===== config.mk =====
export PLATFORM = sky130hd
export DESIGN_NAME = insn_decode_stage_flat
export DESIGN_NICKNAME = d
export VERILOG_FILES = /design/src/rtl/insn_decode_stage_if.sv /design/src/rtl/insn_decode_stage.sv /design/src/flat_wrapper.sv
export SDC_FILE = /design/constraint.sdc
export NUM_CORES = 1
export LEC_CHECK = 0
export BUFFER_PORTS_ARGS = -buffer_cell sky130_fd_sc_hd__buf_2
export CAP_MARGIN = 20
export CORE_MARGIN = 1
export CORE_UTILIZATION = 63
export CTS_BUF_LIST = sky130_fd_sc_hd__clkbuf_4
export CTS_CLUSTER_SIZE = 16
export DETAILED_ROUTE_END_ITERATION = 7
export PLACE_DENSITY_LB_ADDON = 0.08
export SLEW_MARGIN = 20
export SYNTH_ARGS = -nofsm -noshare
export SYNTH_HDL_FRONTEND = slang
export SYNTH_SLANG_ARGS = --single-unit

===== constraint.sdc =====
create_clock -name clk -period 3.1 [get_ports clk]
set_clock_uncertainty 0.15 [all_clocks]
set_input_delay 0.31 -clock clk [delete_from_list [all_inputs] [get_ports clk]]
set_output_delay 0.31 -clock clk [all_outputs]
set_load 0.02 [all_outputs]

===== src/rtl/insn_decode_stage_if.sv =====
// ---------------------------------------------------------------------------
// insn_decode_stage_if
// Bundles every handshake and data signal around the decode stage: the fetch
// side (in_valid/in_ready/insn), the execute side (out_valid/out_ready and the
// registered decoded fields), the writeback return path, the flush request and
// the per-register reservation vector.
//   master : driven by the surroundings (fetch, execute, writeback)
//   slave  : the decode stage itself
// ---------------------------------------------------------------------------
interface insn_decode_stage_if #(
    parameter int LEN_INSN    = 32,
    parameter int LEN_OPECODE = 7,
    parameter int LEN_IMMF    = 1,
    parameter int LEN_REGNO   = 4,
    parameter int LEN_CC      = 4,
    parameter int LEN_IMM_EX  = 32,
    parameter int LEN_REG     = 32
);
    // Fetch handshake
    logic                      in_valid;
    logic                      in_ready;
    logic [LEN_INSN-1:0]       insn;

    // Execute handshake and decoded, registered fields
    logic                      out_valid;
    logic                      out_ready;
    logic [LEN_OPECODE-1:0]    opecode_o;
    logic [LEN_IMMF-1:0]       immf_o;
    logic [LEN_REGNO-1:0]      rd_o;
    logic [LEN_REGNO-1:0]      rs_o;
    logic [LEN_CC-1:0]         cc_o;
    logic [LEN_IMM_EX-1:0]     imm_o;
    logic [LEN_REG-1:0]        data_rd;
    logic [LEN_REG-1:0]        data_rs;
    logic                      wr_o;

    // Writeback return path from execute
    logic                      wb_i;
    logic [LEN_REGNO-1:0]      wb_r_i;
    logic [LEN_REG-1:0]        result_i;

    // Pipeline control and reservation status
    logic                      flush_i;
    logic [(2**LEN_REGNO)-1:0] busy_o;

    modport master (
        output in_valid, insn, out_ready, wb_i, wb_r_i, result_i, flush_i,
        input  in_ready, out_valid, opecode_o, immf_o, rd_o, rs_o, cc_o,
               imm_o, data_rd, data_rs, wr_o, busy_o
    );

    modport slave (
        input  in_valid, insn, out_ready, wb_i, wb_r_i, result_i, flush_i,
        output in_ready, out_valid, opecode_o, immf_o, rd_o, rs_o, cc_o,
               imm_o, data_rd, data_rs, wr_o, busy_o
    );
endinterface


===== src/rtl/insn_decode_stage.sv =====
// ---------------------------------------------------------------------------
// insn_decode_stage
// Registered, back-pressured decode stage between fetch and execute. Splits
// the instruction into opecode/immf/rd/rs/cc, extends the immediate according
// to the opecode class, reads both operands from an internal register file
// (with writeback bypass) and keeps a reservation bit per register so that
// RAW/WAW hazards stall at decode.
// Ports:
//   clk  : single clock, all state updates on the rising edge
//   rst  : synchronous active-low reset
//   bus  : insn_decode_stage_if.slave carrying fetch/execute handshakes,
//          decoded outputs, writeback port, flush and busy vector
// ---------------------------------------------------------------------------
module insn_decode_stage #(
    parameter int LEN_INSN      = 32,
    parameter int LEN_OPECODE   = 7,
    parameter int LEN_IMMF      = 1,
    parameter int LEN_REGNO     = 4,
    parameter int LEN_CC        = 4,
    parameter int LEN_IMM       = 16,
    parameter int LEN_IMM_EX    = 32,
    parameter int LEN_REG       = 32,
    parameter int SHIFT_OPECODE = 25,
    parameter int SHIFT_IMMF    = 24,
    parameter int SHIFT_RD      = 20,
    parameter int SHIFT_RS      = 16,
    parameter int SHIFT_CC      = 0,
    parameter int SHIFT_IMM     = 0
) (
    input logic                clk,
    input logic                rst,
    insn_decode_stage_if.slave bus
);
    localparam int NREG = 2**LEN_REGNO;

    // Field extraction from the incoming instruction; fields may overlap.
    logic [LEN_OPECODE-1:0] w_opecode;
    logic [LEN_IMMF-1:0]    w_immf;
    logic [LEN_REGNO-1:0]   w_rd;
    logic [LEN_REGNO-1:0]   w_rs;
    logic [LEN_CC-1:0]      w_cc;
    logic [LEN_IMM-1:0]     w_immRaw;
    logic [3:0]             w_top4;
    logic                   w_wr;
    logic                   w_immfZero;

    assign w_opecode  = bus.insn[SHIFT_OPECODE +: LEN_OPECODE];
    assign w_immf     = bus.insn[SHIFT_IMMF +: LEN_IMMF];
    assign w_rd       = bus.insn[SHIFT_RD +: LEN_REGNO];
    assign w_rs       = bus.insn[SHIFT_RS +: LEN_REGNO];
    assign w_cc       = bus.insn[SHIFT_CC +: LEN_CC];
    assign w_immRaw   = bus.insn[SHIFT_IMM +: LEN_IMM];
    assign w_top4     = w_opecode[LEN_OPECODE-1 -: 4];
    assign w_immfZero = (w_immf == '0);
    // Only the 111x class leaves rd untouched.
    assign w_wr       = (w_opecode[LEN_OPECODE-1 -: 3] != 3'b111);

    // State
    logic [LEN_REG-1:0]     r_regs [NREG];
    logic [NREG-1:0]        r_busy;
    logic                   r_outValid;
    logic [LEN_OPECODE-1:0] r_opecode;
    logic [LEN_IMMF-1:0]    r_immf;
    logic [LEN_REGNO-1:0]   r_rd;
    logic [LEN_REGNO-1:0]   r_rs;
    logic [LEN_CC-1:0]      r_cc;
    logic [LEN_IMM_EX-1:0]  r_imm;
    logic [LEN_REG-1:0]     r_dataRd;
    logic [LEN_REG-1:0]     r_dataRs;
    logic                   r_wr;

    // Immediate extension: 0000 and 0011 sign-extend, 0001 takes only the
    // low five bits, everything else zero-extends. No immediate when immf=0.
    logic [LEN_IMM_EX-1:0] w_immEx;

    always_comb begin
        w_immEx = '0;
        if (!w_immfZero) begin
            case (w_top4)
                4'b0000, 4'b0011: w_immEx = LEN_IMM_EX'($signed(w_immRaw));
                4'b0001:          w_immEx = LEN_IMM_EX'(w_immRaw[4:0]);
                default:          w_immEx = LEN_IMM_EX'(w_immRaw);
            endcase
        end
    end

    // A register being written back this cycle is already released, both for
    // hazard detection and for the operand value (bypass).
    logic [NREG-1:0]    w_wbMask;
    logic [NREG-1:0]    w_busyEff;
    logic               w_hazard;
    logic               w_inReady;
    logic               w_accept;
    logic [LEN_REG-1:0] w_dataRd;
    logic [LEN_REG-1:0] w_dataRs;

    assign w_wbMask  = bus.wb_i ? (NREG'(1) << bus.wb_r_i) : '0;
    assign w_busyEff = r_busy & ~w_wbMask;
    assign w_hazard  = w_busyEff[w_rd] || (w_immfZero && w_busyEff[w_rs]);
    assign w_inReady = rst && !w_hazard && (!r_outValid || bus.out_ready)
                       && !bus.flush_i;
    assign w_accept  = bus.in_valid && w_inReady;

    assign w_dataRd = (bus.wb_i && (bus.wb_r_i == w_rd)) ? bus.result_i
                                                          : r_regs[w_rd];
    // rs is not an operand for immediate forms, so nothing is read for it.
    assign w_dataRs = !w_immfZero ? '0 :
                      ((bus.wb_i && (bus.wb_r_i == w_rs)) ? bus.result_i
                                                          : r_regs[w_rs]);

    // Reservation update: writeback and flush release first, then a new
    // accepting writer reserves, so a same-cycle set beats a clear.
    // A flush only releases rd when an instruction is actually held.
    logic [NREG-1:0] w_busyNext;

    always_comb begin
        w_busyNext = r_busy & ~w_wbMask;
        if (bus.flush_i && r_outValid && r_wr) begin
            w_busyNext[r_rd] = 1'b0;
        end
        if (w_accept && w_wr) begin
            w_busyNext[w_rd] = 1'b1;
        end
    end

    // Output register and handshake state. Decoded fields only change on an
    // accept, which keeps them stable while execute applies back-pressure.
    always_ff @(posedge clk) begin
        if (!rst) begin
            r_outValid <= 1'b0;
            r_opecode  <= '0;
            r_immf     <= '0;
            r_rd       <= '0;
            r_rs       <= '0;
            r_cc       <= '0;
            r_imm      <= '0;
            r_dataRd   <= '0;
            r_dataRs   <= '0;
            r_wr       <= 1'b0;
            r_busy     <= '0;
        end else begin
            r_busy <= w_busyNext;
            if (bus.flush_i) begin
                r_outValid <= 1'b0;
            end else if (w_accept) begin
                r_outValid <= 1'b1;
            end else if (bus.out_ready) begin
                r_outValid <= 1'b0;
            end
            if (w_accept) begin
                r_opecode <= w_opecode;
                r_immf    <= w_immf;
                r_rd      <= w_rd;
                r_rs      <= w_rs;
                r_cc      <= w_cc;
                r_imm     <= w_immEx;
                r_dataRd  <= w_dataRd;
                r_dataRs  <= w_dataRs;
                r_wr      <= w_wr;
            end
        end
    end

    // General register file, written only by the writeback port.
    always_ff @(posedge clk) begin
        if (!rst) begin
            for (int i = 0; i < NREG; i++) begin
                r_regs[i] <= '0;
            end
        end else if (bus.wb_i) begin
            r_regs[bus.wb_r_i] <= bus.result_i;
        end
    end

    assign bus.in_ready  = w_inReady;
    assign bus.out_valid = r_outValid;
    assign bus.opecode_o = r_opecode;
    assign bus.immf_o    = r_immf;
    assign bus.rd_o      = r_rd;
    assign bus.rs_o      = r_rs;
    assign bus.cc_o      = r_cc;
    assign bus.imm_o     = r_imm;
    assign bus.data_rd   = r_dataRd;
    assign bus.data_rs   = r_dataRs;
    assign bus.wr_o      = r_wr;
    assign bus.busy_o    = r_busy;
endmodule


===== src/flat_wrapper.sv =====
// flat-port wrapper written by rule: the top's interface ports become plain ports
module insn_decode_stage_flat 
#(
    parameter int LEN_INSN      = 32,
    parameter int LEN_OPECODE   = 7,
    parameter int LEN_IMMF      = 1,
    parameter int LEN_REGNO     = 4,
    parameter int LEN_CC        = 4,
    parameter int LEN_IMM       = 16,
    parameter int LEN_IMM_EX    = 32,
    parameter int LEN_REG       = 32,
    parameter int SHIFT_OPECODE = 25,
    parameter int SHIFT_IMMF    = 24,
    parameter int SHIFT_RD      = 20,
    parameter int SHIFT_RS      = 16,
    parameter int SHIFT_CC      = 0,
    parameter int SHIFT_IMM     = 0
)
  (clk, rst, bus_in_valid, bus_insn, bus_out_ready, bus_wb_i, bus_wb_r_i, bus_result_i, bus_flush_i, bus_in_ready, bus_out_valid, bus_opecode_o, bus_immf_o, bus_rd_o, bus_rs_o, bus_cc_o, bus_imm_o, bus_data_rd, bus_data_rs, bus_wr_o, bus_busy_o);
  insn_decode_stage_if #(.LEN_INSN(LEN_INSN), .LEN_OPECODE(LEN_OPECODE), .LEN_IMMF(LEN_IMMF), .LEN_REGNO(LEN_REGNO), .LEN_CC(LEN_CC), .LEN_IMM_EX(LEN_IMM_EX), .LEN_REG(LEN_REG)) bus_i ();
  input logic clk;
  input logic rst;
  input wire logic [$bits(bus_i.in_valid)-1:0] bus_in_valid;
  input wire logic [$bits(bus_i.insn)-1:0] bus_insn;
  input wire logic [$bits(bus_i.out_ready)-1:0] bus_out_ready;
  input wire logic [$bits(bus_i.wb_i)-1:0] bus_wb_i;
  input wire logic [$bits(bus_i.wb_r_i)-1:0] bus_wb_r_i;
  input wire logic [$bits(bus_i.result_i)-1:0] bus_result_i;
  input wire logic [$bits(bus_i.flush_i)-1:0] bus_flush_i;
  output wire logic [$bits(bus_i.in_ready)-1:0] bus_in_ready;
  output wire logic [$bits(bus_i.out_valid)-1:0] bus_out_valid;
  output wire logic [$bits(bus_i.opecode_o)-1:0] bus_opecode_o;
  output wire logic [$bits(bus_i.immf_o)-1:0] bus_immf_o;
  output wire logic [$bits(bus_i.rd_o)-1:0] bus_rd_o;
  output wire logic [$bits(bus_i.rs_o)-1:0] bus_rs_o;
  output wire logic [$bits(bus_i.cc_o)-1:0] bus_cc_o;
  output wire logic [$bits(bus_i.imm_o)-1:0] bus_imm_o;
  output wire logic [$bits(bus_i.data_rd)-1:0] bus_data_rd;
  output wire logic [$bits(bus_i.data_rs)-1:0] bus_data_rs;
  output wire logic [$bits(bus_i.wr_o)-1:0] bus_wr_o;
  output wire logic [$bits(bus_i.busy_o)-1:0] bus_busy_o;
  assign bus_i.in_valid = bus_in_valid;
  assign bus_i.insn = bus_insn;
  assign bus_i.out_ready = bus_out_ready;
  assign bus_i.wb_i = bus_wb_i;
  assign bus_i.wb_r_i = bus_wb_r_i;
  assign bus_i.result_i = bus_result_i;
  assign bus_i.flush_i = bus_flush_i;
  assign bus_in_ready = bus_i.in_ready;
  assign bus_out_valid = bus_i.out_valid;
  assign bus_opecode_o = bus_i.opecode_o;
  assign bus_immf_o = bus_i.immf_o;
  assign bus_rd_o = bus_i.rd_o;
  assign bus_rs_o = bus_i.rs_o;
  assign bus_cc_o = bus_i.cc_o;
  assign bus_imm_o = bus_i.imm_o;
  assign bus_data_rd = bus_i.data_rd;
  assign bus_data_rs = bus_i.data_rs;
  assign bus_wr_o = bus_i.wr_o;
  assign bus_busy_o = bus_i.busy_o;
  insn_decode_stage #(.LEN_INSN(LEN_INSN), .LEN_OPECODE(LEN_OPECODE), .LEN_IMMF(LEN_IMMF), .LEN_REGNO(LEN_REGNO), .LEN_CC(LEN_CC), .LEN_IMM(LEN_IMM), .LEN_IMM_EX(LEN_IMM_EX), .LEN_REG(LEN_REG), .SHIFT_OPECODE(SHIFT_OPECODE), .SHIFT_IMMF(SHIFT_IMMF), .SHIFT_RD(SHIFT_RD), .SHIFT_RS(SHIFT_RS), .SHIFT_CC(SHIFT_CC), .SHIFT_IMM(SHIFT_IMM)) u_core (.clk(clk), .rst(rst), .bus(bus_i));
endmodule

==> After elaboration in Yosys (flattened, before gate mapping) <==
Memory sizes are Yosys's and may differ from the RTL's. A register that Yosys moved wholly into a read port is not among the register bits.
Cells that the tools add are included.
{ "op_classes": {"add_sub_neg": 0, "mul": 0, "div_mod_pow": 0, "order_cmp": 5, "eq_ne": 4, "shift": 1, "muxes": 24, "n_bitwise": 7, "reduce_logical": 22} }
{ "op_table": {"columns": ["cell", "count"], "rows": [
  ["two-way mux 32 bit", 4],
  ["one-hot mux 32 bit (2 select lines)", 1],
  ["two-way mux 16 bit", 3],
  ["AND 16 bit", 2],
  ["NOT 16 bit", 2],
  ["OR reduction 32 bit", 1],
  ["bitwise OR 16 bit", 1],
  ["left shift 1 x 4 -> 16 bit, first input constant", 1],
  ["< comparator 4 x 5 -> 1 bit, second input constant", 3],
  ["logical AND 1 bit", 11],
  ["two-way mux 1 bit", 11],
  ["binary-select mux 1 bit (select 4 bit)", 2],
  ["demux 1 bit (select 4 bit)", 2],
  [">= comparator 4 x 1 -> 1 bit, second input constant", 2],
  ["== test 4 x 1 -> 1 bit, second input constant", 1],
  ["== test 4 x 2 -> 1 bit, second input constant", 1],
  ["== test 4 bit", 1],
  ["logical NOT 1 bit", 4],
  ["logical NOT 4 bit", 1],
  ["two-way mux 4 bit", 1],
  ["OR reduction 2 bit", 2],
  ["!= test 3 bit, second input constant", 1],
  ["logical OR 1 bit", 2],
  ["NOT 1 bit", 2],
  ["nonzero test 2 bit", 1]
]} }
{ "word_totals": {"ff_bits": 102, "latchBits": 0, "ram_bits": 512, "rom_bits": 0, "input_bits": 74, "wordCells": 74, "memories": 1} }
{ "memory_table": {"columns": ["memory", "words", "width", "read_ports", "rd_ports_with_merged_regs", "write_ports", "line", "rtl"], "rows": [
  ["u_core.r_regs", 16, 32, 2, 1, 16, "insn_decode_stage.sv:59", "logic [LEN_REG-1:0] r_regs [NREG];"]
]} }

==> Depth between registers and ports, before layout <==
{ "depth": {"depth_word": 15, "mapped_depth": 11, "mapped_depth_nobuf": 7} }

==> Worst setup path before layout <==
Ideal clock, no wire load.
{ "synth_path": {"path_kind": "input -> register", "start": "input bus_insn[16]", "end": "register u_core.r_dataRs[10] (netlist: u_core.bus.data_rs[10])", "setup_time_ns": 0.121, "arrival_time_ns": 2.478, "t_required_ns": 2.829, "path_slack_ns": 0.350, "cell_stages": 7, "path_buffers": 2, "cell_sequence": "clkbuf_1 -> buf_1 -> mux4_2 -> mux4_2 -> mux2_2 -> nand2_1 -> mux2i_1"} }
{ "synth_via": {"elab_chain_cells": 9} }
{ "synth_rtl": {"columns": ["item", "line", "rtl"], "rows": [
  ["start: declaration", "flat_wrapper.sv:24", "input wire logic [$bits(bus_i.insn)-1:0] bus_insn;"],
  ["binary-select mux 1 bit (select 4 bit)", "insn_decode_stage.sv:99", "assign w_hazard = w_busyEff[w_rd] || (w_immfZero && w_busyEff[w_rs]);"],
  ["two-way mux 1 bit (implied by the code)", "insn_decode_stage.sv:99", null],
  ["logical AND 1 bit", "insn_decode_stage.sv:99", null],
  ["logical OR 1 bit", "insn_decode_stage.sv:99", null],
  ["logical NOT 1 bit", "insn_decode_stage.sv:100", "assign w_inReady = rst && !w_hazard && (!r_outValid || bus.out_ready)"],
  ["logical AND 1 bit (2 in series)", "insn_decode_stage.sv:100", null],
  ["logical AND 1 bit", "insn_decode_stage.sv:101", "&& !bus.flush_i;"],
  ["logical AND 1 bit", "insn_decode_stage.sv:102", "assign w_accept = bus.in_valid && w_inReady;"],
  ["end signal: assignment", "insn_decode_stage.sv:158", "r_dataRs <= w_dataRs;"],
  ["end: declaration", "insn_decode_stage.sv:69", "logic [LEN_REG-1:0] r_dataRs;"]
]} }
Parallel ways exist; a longest one is shown, timed or not. The select of a mux whose other input is x is not followed.
A chain may end at the register's enable or synchronous reset.

==> Final worst setup path <==
{ "layout_path": {"start": "input bus_wb_i", "end": "register u_core.r_imm[7] (netlist: u_core.bus.imm_o[7])"} }
{ "layout_via": {"elab_chain_cells": 12} }
{ "layout_rtl": {"columns": ["item", "line", "rtl"], "rows": [
  ["start: declaration", "flat_wrapper.sv:26", "input wire logic [$bits(bus_i.wb_i)-1:0] bus_wb_i;"],
  ["two-way mux 16 bit *", "insn_decode_stage.sv:97", "assign w_wbMask = bus.wb_i ? (NREG'(1) << bus.wb_r_i) : '0;"],
  ["NOT 16 bit *", "insn_decode_stage.sv:98", "assign w_busyEff = r_busy & ~w_wbMask;"],
  ["AND 16 bit *", "insn_decode_stage.sv:98", null],
  ["binary-select mux 1 bit (select 4 bit)", "insn_decode_stage.sv:99", null],
  ["two-way mux 1 bit (implied by the code)", "insn_decode_stage.sv:99", null],
  ["logical AND 1 bit", "insn_decode_stage.sv:99", null],
  ["logical OR 1 bit *", "insn_decode_stage.sv:99", null],
  ["logical NOT 1 bit *", "insn_decode_stage.sv:100", null],
  ["logical AND 1 bit * (2 in series)", "insn_decode_stage.sv:100", null],
  ["logical AND 1 bit *", "insn_decode_stage.sv:101", null],
  ["logical AND 1 bit *", "insn_decode_stage.sv:102", null],
  ["end signal: assignment", "insn_decode_stage.sv:156", "r_imm <= w_immEx;"],
  ["end: declaration", "insn_decode_stage.sv:67", "logic [LEN_IMM_EX-1:0] r_imm;"]
]} }
Every way passes the cells marked *; elsewhere a longest branch is shown, timed or not. The select of a mux whose other input is x is not followed.

==> reports/qor.csv <==
stage;metric;value;unit
pwr;p_total;19900;µW
timing;fin_setup_tns;0;ns
logic_synthesis;synthCells;2220;
timing;tightest_slew;0.982;ns
logic_synthesis;synth_area;0.0327;mm²
setup_path;crit_required;3.85;ns
setup_path;reg2reg_from;u_core.bus.busy_o[11];
timing;rsz0062_at_grt;yes;
logic_synthesis;syn_area_per_cell;14.7;µm²
setup_path;cp_max_fo;9;
worst_hold_path;hold-path-cell-count;6;
cells_and_area;finish.instance_area;0.0388;mm²
logic_synthesis;synthTopCellsByCount;514 x and2_1, 512 x edfxtp_1, 320 x mux4_2, 189 x nand2_1, 142 x clkbuf_1;
timing;fmax;323;MHz
route;drt_wl_total;100000;µm
global_routing;first_global_vias;23167;
timing;setup_viol;0;
logic_synthesis;async_reset_ff_share;0;%
floorplanning;die_y;230;µm
pwr;leakage;0.0151;µW
logic_synthesis;synth_edf_count;512;
place;portBuffers;208;
global_routing;overflow;0;
logic_synthesis;seq_area_frac_synth;54.2;%
timing;fin_crit_sh;100;%
setup_path;start_kind;input port;
floorplanning;io_pins;209;
route;wire_per_inst;29.2;µm
clocking;clockRootBuffer;clkbuf_4;
worst_hold_path;hp-start;bus_wb_r_i[0];
cells_and_area;drive_above_1_share;36.4;%
global_routing;grt_start_max_net_pins;68;
logic_synthesis;ys_top_cells_by_area;edfxtp_1 47%, mux4_2 22%, and2_1 9.8%, dfxtp_1 7.3%, mux2i_1 3.8%;
cells_and_area;finish.net_count;2712;
cells_and_area;fin_cells;3446;
pwr;power.density;512;mW/mm²
logic_synthesis;ys_ff_latch;631;
pwr;ir_drop;0.387;mV
setup_path;critPathArrivalTime;3.85;ns
cells_and_area;fillers;3217;
timing;report.final.hold_viol_count;0;
global_routing;grt_usage;38.5;%
setup_path;crit_start;bus_wb_i;
route;drtIter0Drc;2941;
logic_synthesis;synth_most_common_cell;and2_1;
status;status;complete, no violations;
floorplanning;initial_core_util;63.8;%
route;vias_per_cell;6.61;
place;gp_congestion;0.903;
floorplanning;dieWidth;230;µm
logic_synthesis;ys.flop_type;edfxtp_1;
route;vias;22771;
logic_synthesis;synth_nets;2294;
floorplanning;row_count;83;
place;placedInstanceArea;0.0350;mm²
setup_path;endpoint_kind;flip-flop;
logic_synthesis;synth_cell_types;51;
clocking;cts_tree;yes;
logic_synthesis;yosysTopAreaCellShare;47.0;%
clocking;htree_levels;4;
place;dp_hpwl;54600;µm
clocking;cts_buffers;166;
setup_path;r2r_cells;10;
setup_path;r2r_end;u_core.bus.imm_o[7];
place;dp_cells;2992;
place;place_ws;-0.00234;ns
timing;slew_viol_final;0;
clocking;clock-sinks;631;
worst_hold_path;hold_end;u_core.bus.busy_o[4];
timing;fin_crit;3.10;ns
logic_synthesis;synth_top_cell_by_area;edfxtp_1;
timing;setup_ws;0.00135;ns
route;ant_nets;0;
route;drc;0;
clocking;clk_pin_slew;0.07;ns
floorplanning;die_area;0.0529;mm²
setup_path;critPathKind;in -> reg;
worst_hold_path;hold_class;in -> reg;
global_routing;grt_antenna_before_repair;6;
floorplanning;core;0.0513;mm²
job;drv_cap;0;
clocking;worstSkewPairLatency;1.03;ns
timing;slew_headroom;34.3;%
clocking;cts_max_path_buffers;3;
cells_and_area;syn_to_final_growth;18.6;%
route;drt_pass1_iterations;6;
logic_synthesis;yosysWarnings;0;
setup_path;ff2ff_setup_slack;0.05;ns
global_routing;grt_pass1_wl;146000;µm
[per-layer routing]
metal / track usage [%] / up-vias / part of all wire [%]
met3: 11.0 / 279 / 12
met4: 16.0 / 2 / 3.6
met2: 61.8 / 1624 / 49
li1: - / 9351 / -
met1: 49.5 / 11515 / 36
met5: 0 / - / 0.013
[layout make-up]
type	count	area (µm²)	area share, %
inverters	23	86.3	0.222
flip-flops and latches	631	17800	45.8
clock buffers	243	1820	4.70
clock inverters	51	290	0.748
diodes	2	5.00	0.0129
well taps	680	851	2.19
repair buffers	471	3910	10.1
multi-input cells	1345	14100	36.3
[registers in the layout (all words and copies together) (netlist names)]
register / count
u_core.bus.opecode_o: 7
u_core.bus.cc_o: 4
u_core.bus.wr_o: 1
u_core.bus.out_valid: 1
u_core.bus.rs_o: 4
u_core.bus.busy_o: 16
u_core.bus.data_rd: 32
u_core.bus.imm_o: 17
u_core.r_regs: 512
u_core.bus.immf_o: 1
u_core.bus.data_rs: 32
u_core.bus.rd_o: 4
[kinds of logic (layout without fill, tap and decap cells)]
group           after synthesis  in the layout  synth area share [%]
flops                       631            631                  54.2
mux                         475            475                  26.9
other cells                   0              2                     0
xor+xnor                      9              9                 0.241
compound gates               92             92                  2.32
buf+inv                     244            788                  3.23
simple gates                769            769                  13.1
[worst max-delay path, stage by stage]
cell	delay, ns
dlygate4sd3_1	0.56
buf_6	0.12
buf_6	0.12
and3b_2	0.26
nand2_2	0.08
a311o_1	0.37
a31oi_2	0.23
o2111ai_2	0.16
buf_4	0.18
or3b_4	0.46
buf_12	0.17
a32o_1	0.26
dlygate4sd3_1	0.57
[per-stage QoR]
stage,util (%),hold slack (ns)
final,75.7,0.0884
after CTS,75.2,0.0332
after global routing,75.7,0.0749
after floorplan,-,0.286
after detailed placement,68.2,0.299
after global placement,68.2,0.290
[power by group]
part | total [µW] | switching, µW | internal, µW
clock network | 7370 | 3530 | 3840
logic | 2630 | 1350 | 1290
registers | 9870 | 243 | 9630
total | 19900 | 5120 | 14800
[timing repair]
action                                 in CTS  in global routing
pin swaps                                   3                  6
gates resized for setup                    11                 23
setup endpoints to repair                   1                 27
endpoints found under the hold margin     683                  0
gates cloned                                0                  3
hold buffers                              144                  0
buffers inserted                            1                 11
[placed cells by master (no fill, tap or decap), types with 5 or more instances in the layout]
master | Yosys | final
xnor2_1 | 5 | 5
nor2_2 | 0 | 16
o2111ai_1 | 22 | 20
nand2_1 | 189 | 172
o31ai_1 | 6 | 5
buf_12 | 0 | 32
mux4_2 | 320 | 320
dlygate4sd3_1 | 0 | 141
nor2_1 | 27 | 11
and2_1 | 514 | 514
dfxtp_2 | 0 | 6
o31ai_2 | 7 | 8
buf_4 | 27 | 83
inv_2 | 2 | 10
nor2b_1 | 8 | 7
mux2i_1 | 123 | 122
dfxtp_1 | 119 | 112
inv_1 | 21 | 20
a32o_1 | 12 | 12
edfxtp_1 | 512 | 512
mux2_2 | 32 | 32
nand3_1 | 5 | 5
o21ai_0 | 9 | 8
nand2_2 | 0 | 17
buf_2 | 21 | 201
o211ai_1 | 11 | 11
clkbuf_4 | 0 | 243
clkinv_1 | 0 | 35
[how the worst max path moves through the flow]
stage,endpoint,slack (ns)
after global placement,u_core.bus.data_rd[14],0.13
final,u_core.bus.imm_o[7],0.001
after floorplan,u_core.bus.data_rs[10],0.35
after detailed placement,u_core.bus.busy_o[11],-0.002
after CTS,bus_in_ready,0.004
after global routing,u_core.bus.opecode_o[6],-0.03
Power figures use the tool's default switching activity.
